`config.mk`:
```
export PLATFORM = sky130hd
export DESIGN_NAME = m_send_sequencer
export DESIGN_NICKNAME = d
export VERILOG_FILES = /design/src/rtl/m_spi_pkg.sv /design/src/rtl/btn_debounce.sv /design/src/rtl/m_send_sequencer.sv
export SDC_FILE = /design/constraint.sdc
export NUM_CORES = 1
export LEC_CHECK = 0
export ABC_AREA = 1
export CAP_MARGIN = 10
export CORE_UTILIZATION = 50
export DETAILED_ROUTE_END_ITERATION = 8
export PLACE_DENSITY = 0.7
export RECOVER_POWER = 25
export REMOVE_ABC_BUFFERS = 1
export SLEW_MARGIN = 20
export SYNTH_ARGS = -nofsm -noshare
export SYNTH_HDL_FRONTEND = slang
export SYNTH_SLANG_ARGS = --single-unit
```
`constraint.sdc`:
```
create_clock -name clk -period 5.4 [get_ports clk]
set_input_delay 0.81 -clock clk [delete_from_list [all_inputs] [get_ports clk]]
set_output_delay 0.81 -clock clk [all_outputs]
set_load 0.05 [all_outputs]
```
`src/rtl/m_spi_pkg.sv`:
```
// Shared definitions for the button-triggered SPI frame sequencer:
// state encoding, frame constants and the frame byte lookup.
package m_spi_pkg;

  typedef enum logic [2:0] {
    ST_IDLE,
    ST_LEAD,
    ST_SEND,
    ST_LAG,
    ST_DONE
  } seq_state_t;

  localparam logic [7:0] FRAME_HEADER = 8'hA5;
  localparam int         FRAME_LEN    = 14;

  // Byte idx of the frame: header, 12 payload bytes MSB first, then XOR of the payload.
  function automatic logic [7:0] frame_byte(input logic [3:0]  idx,
                                            input logic [31:0] data,
                                            input logic [63:0] flt);
    logic [95:0] payload;
    logic [7:0]  csum;
    logic [7:0]  result;
    payload = {data, flt};
    csum    = 8'h00;
    for (int i = 0; i < 12; i++) csum = csum ^ payload[8*i +: 8];
    if (idx == 4'd0)
      result = FRAME_HEADER;
    else if (idx <= 4'd12)
      result = payload[8*(12 - int'(idx)) +: 8];
    else
      result = csum;
    return result;
  endfunction

endpackage

```
`src/rtl/btn_debounce.sv`:
```
// Two-flop synchronizer followed by a counting debouncer; the output level
// only changes after DEBOUNCE_CYCLES consecutive samples disagree with it.
module btn_debounce #(
  parameter int DEBOUNCE_CYCLES = 250000
) (
  input  logic clk,
  input  logic rst_n,
  input  logic btn,
  output logic level
);

  localparam int CW = $clog2(DEBOUNCE_CYCLES + 1);

  logic          sync_a;
  logic          sync_b;
  logic [CW-1:0] cnt;

  always_ff @(posedge clk or negedge rst_n) begin
    if (!rst_n) begin
      sync_a <= 1'b1;
      sync_b <= 1'b1;
      level  <= 1'b1;
      cnt    <= '0;
    end else begin
      sync_a <= btn;
      sync_b <= sync_a;
      if (sync_b == level) begin
        cnt <= '0;
      end else if (cnt == CW'(DEBOUNCE_CYCLES - 1)) begin
        level <= sync_b;
        cnt   <= '0;
      end else begin
        cnt <= cnt + 1'b1;
      end
    end
  end

endmodule

```
`src/rtl/m_send_sequencer.sv`:
```
// Sends a 14-byte framed snapshot of i_data/i_float to an SPI byte engine
// each time the debounced send button is pressed.
module m_send_sequencer
  import m_spi_pkg::*;
#(
  parameter int DEBOUNCE_CYCLES = 250000,
  parameter int SS_LEAD         = 8,
  parameter int SS_LAG          = 8
) (
  input  logic        clk,
  input  logic        btn_reset,
  input  logic        btn_send,
  input  logic [31:0] i_data,
  input  logic [63:0] i_float,
  output logic [7:0]  o_tx_byte,
  output logic        o_tx_valid,
  input  logic        i_tx_ready,
  output logic        o_ss_req,
  output logic        o_busy,
  output logic        status,
  output logic [7:0]  o_frame_cnt
);

  seq_state_t  state;
  logic        level;
  logic        level_q;
  logic        trigger;
  logic [15:0] phase_cnt;
  logic [3:0]  byte_idx;
  logic [31:0] data_q;
  logic [63:0] float_q;

  btn_debounce #(.DEBOUNCE_CYCLES(DEBOUNCE_CYCLES)) u_debounce (
    .clk   (clk),
    .rst_n (btn_reset),
    .btn   (btn_send),
    .level (level)
  );

  // Press is active-low, so a falling debounced level is the trigger.
  assign trigger = level_q & ~level;

  always_ff @(posedge clk or negedge btn_reset) begin
    if (!btn_reset) begin
      state       <= ST_IDLE;
      level_q     <= 1'b1;
      phase_cnt   <= '0;
      byte_idx    <= '0;
      data_q      <= '0;
      float_q     <= '0;
      o_tx_byte   <= 8'h00;
      o_tx_valid  <= 1'b0;
      o_ss_req    <= 1'b0;
      o_busy      <= 1'b0;
      status      <= 1'b0;
      o_frame_cnt <= 8'h00;
    end else begin
      level_q <= level;
      case (state)
        ST_IDLE: begin
          if (trigger) begin
            data_q    <= i_data;
            float_q   <= i_float;
            status    <= 1'b0;
            o_busy    <= 1'b1;
            o_ss_req  <= 1'b1;
            phase_cnt <= '0;
            state     <= ST_LEAD;
          end
        end
        ST_LEAD: begin
          if (phase_cnt == 16'(SS_LEAD - 1)) begin
            o_tx_valid <= 1'b1;
            o_tx_byte  <= frame_byte(4'd0, data_q, float_q);
            byte_idx   <= 4'd0;
            state      <= ST_SEND;
          end else begin
            phase_cnt <= phase_cnt + 16'd1;
          end
        end
        ST_SEND: begin
          if (o_tx_valid && i_tx_ready) begin
            if (byte_idx == 4'(FRAME_LEN - 1)) begin
              o_tx_valid <= 1'b0;
              o_tx_byte  <= 8'h00;
              phase_cnt  <= '0;
              state      <= ST_LAG;
            end else begin
              byte_idx  <= byte_idx + 4'd1;
              o_tx_byte <= frame_byte(byte_idx + 4'd1, data_q, float_q);
            end
          end
        end
        ST_LAG: begin
          if (phase_cnt == 16'(SS_LAG - 1)) begin
            o_ss_req <= 1'b0;
            state    <= ST_DONE;
          end else begin
            phase_cnt <= phase_cnt + 16'd1;
          end
        end
        ST_DONE: begin
          status      <= 1'b1;
          o_frame_cnt <= o_frame_cnt + 8'd1;
          o_busy      <= 1'b0;
          state       <= ST_IDLE;
        end
        default: state <= ST_IDLE;
      endcase
    end
  end

endmodule

```
==> metrics.txt <==
status finished, final reports clean; top post-synthesis cells by area dfrtp_1 (45%), nand2_1 (19%), o21ai_0 (4.6%); leakage dissipation 5.03 nW; WS Path Type flip-flop to flip-flop; DRC viols 0; Buffers on Ports 119; most common cell after layout, fill and taps aside nand2_1; I/O pin cnt 120; Max Freq 0.327 GHz; most frequent cells in the layout nand2_1 (436), dfrtp_1 (157), clkdlybuf4s50_1 (117), inv_1 (105), o21ai_0 (80); max cap viols 0; Layout Skew 0.00786 ns; ys async rst share 100%; overall power 2.64 mW; CP most frequent cell nand2_1; Final Net Count 1362; Skew-Pair Late Insertion Delay 0.43 ns; Max Transition Viols Final 0; gr usage total 25.0%; vias in the first global route 7358; Crit. path cell count 13; CP max FO 34; period utilization 56.6%; unrepaired setup endpoints after global routing false; largest area contributor in the netlist dfrtp_1; Slew @ Worst Pin 0.927 ns; Antenna diodes 0; WL final 21300 µm; ANT nets after route 0; Slew headroom 38.0%; Initial Utilization 51.0%; die area 18100 µm²; CTS Root Cell clkbuf_16; Reg area 4030 µm²; CTS tree built; reg2reg start byte_idx[0]; worst setup path start byte_idx[0]; Post-synth EDFFs 0; hold depth 0; CP required 5.70 ns; Syn Inst Count 1145; Hold Fails Final Rpt 0; Chip Width 135 µm; wire per inst 14.3 µm; CP cell instances buf_4, ha_1, nand2_4, inv_4, nor2_4, xnor2_4, inv_2, nand2_1, nand2_1, nor2_1, nand2_1, nand2_1, a21oi_1; total grt overflow 0; layout cells sized above 1 6.15%; first-pass GRT wire length 35900 µm; post-CTS setup buffer count 0; top-area cell type share of the netlist area 44.7%; CP Capture Type flip-flop; Fillers 1557; Final min period 3.06 ns; Synth Flop Type dfrtp_1; Ys Warns 0; hold crit path type flip-flop to flip-flop; Post-CTS Hold Fix Bufs 0; Rows 48; Pre-antenna DRT Iters 5; core area 17200 µm²; crit-path leading delay family adder cells; Resized cells post-CTS 0; DR iter-0 viols 517; HPWL after detailed placement 14900 µm; pwr dens 245 nW/µm²; Synth-to-Final Area Change 22.5%; hold_sp u_debounce.sync_a; global placement routability congestion 0.849; sequential share of the synthesized area 45.9%; H-tree depth 4; Startpoint Class flip-flop; WP buf/inv 3; CTS Buffer Depth 2; setup TNS 0 ns; Max rail drop VDD 0.204 mV; vias per inst 5.14; Post-Synthesis Cell Area 8790 µm²; clk sink count 161; area of the multi-input gates 4140 µm²; initial antenna violation count 0; Worst Path Arrival 3.35 ns; max incr delay on CP 0.76 ns; Worst-path clk slew 0.06 ns; pin count of the biggest net entering global routing 84; slowest CP cell ha_1; R2R cell count 13; Die Ht 135 µm; Final setup viols 0; Vias 7675; Avg Cell Area, Syn 7.68 µm²; synth unique cells 44; total CTS buffers 17; Yosys reg bits 161
-- sequential cells by signal, summed over array words and instances, names as in the netlist, 3 cells and up --
register / flops
byte_idx: 4
data_q: 32
float_q: 64
o_frame_cnt: 8
o_tx_byte: 8
phase_cnt: 16
state: 3
u_debounce.cnt: 18
-- worst reg2reg max path, stage by stage (launching register included) --
cell and delay [ns]:
dfrtp_1 0.36, buf_4 0.25, ha_1 0.77, nand2_4 0.30, inv_4 0.26, nor2_4 0.08, xnor2_4 0.35, inv_2 0.16
nand2_1 0.10, nand2_1 0.05, nor2_1 0.09, nand2_1 0.06, nand2_1 0.05, a21oi_1 0.06
-- metrics by stage --
step	cells	hold slack, ns	setup slack (ns)	util [%]	area (µm²)
after global placement	1462	0.346	2.50	58.8	10100
final	1494	0.357	2.34	62.5	10800
after CTS	1494	0.357	2.40	62.5	10800
after global routing	1494	0.366	2.16	62.5	10800
after detailed placement	1462	0.348	2.42	58.8	10100
after floorplan	1112	0.345	2.32	-	8620
-- final timing paths --
| kind | end | slack [ns] |
|---|---|---|
| worst max-delay path | o_tx_byte[5] | 2.34 |
| worst min-delay path | u_debounce.sync_b | 0.36 |
| worst max register to register | o_tx_byte[5] | 2.34 |
| worst min register to register | u_debounce.sync_b | 0.36 |
| max in group asynchronous | float_q[28] | 3.83 |
| min in group asynchronous | phase_cnt[9] | 0.41 |
-- cells by family after synthesis --
logic type | count (synthesis) | share of synthesized area (%)
AND/OR/NAND/NOR | 594 | 28.2
buffers and inverters | 147 | 6.92
adder cells (fa/ha/maj) | 6 | 0.854
XOR/XNOR | 81 | 8.28
AO/OA/AOI/OAI | 155 | 9.72
multiplexers | 1 | 0.128
flip-flops | 161 | 45.9
-- Yosys cell counts (2+ instances only) --
cell type  instances
xnor2_1           38
ha_1               6
xor2_1            42
o211ai_1           5
o221ai_1           3
nand3b_1           2
o21ai_0           80
nor2_4             2
o21ai_1           11
inv_1            105
o22ai_1           27
nor3b_1            2
clkbuf_1          16
inv_2              8
dfrtp_1          157
nand2_1          437
nor2_2             2
nand2_2            4
dfstp_2            4
or2_2              7
nand3_1           53
nor4_1             8
buf_4              3
nor3_2             2
nor2_1            47
buf_6              4
nand4_1           10
buf_2             10
nand2_4            3
nor3_1            11
a21oi_1           23
-- report_power, final --
part	switching, mW	total [mW]	internal (mW)
registers	0.00184	1.21	1.21
logic	0.0386	0.104	0.0653
clock network	0.526	1.32	0.796
total	0.567	2.64	2.07
-- routing by layer --
metal | vias to the layer above | part of all wire [%] | routed length, µm | GRT usage, %
met5 | - | 0 | 0 | 0
met4 | 0 | 1.4 | 297 | 7.62
met3 | 24 | 5.5 | 1170 | 4.13
met2 | 215 | 45 | 9620 | 38.8
met1 | 3571 | 48 | 10200 | 35.8
li1 | 3865 | - | - | -
-- cell type report --
class	count	area share (%)
flip-flops and latches	161	37.5
repair buffers	125	11.5
inverters	114	4.01
clock buffers	18	4.08
well taps	225	2.61
multi-input cells	837	38.5
clock inverters	14	1.88
(Power assumes the default switching activity.)
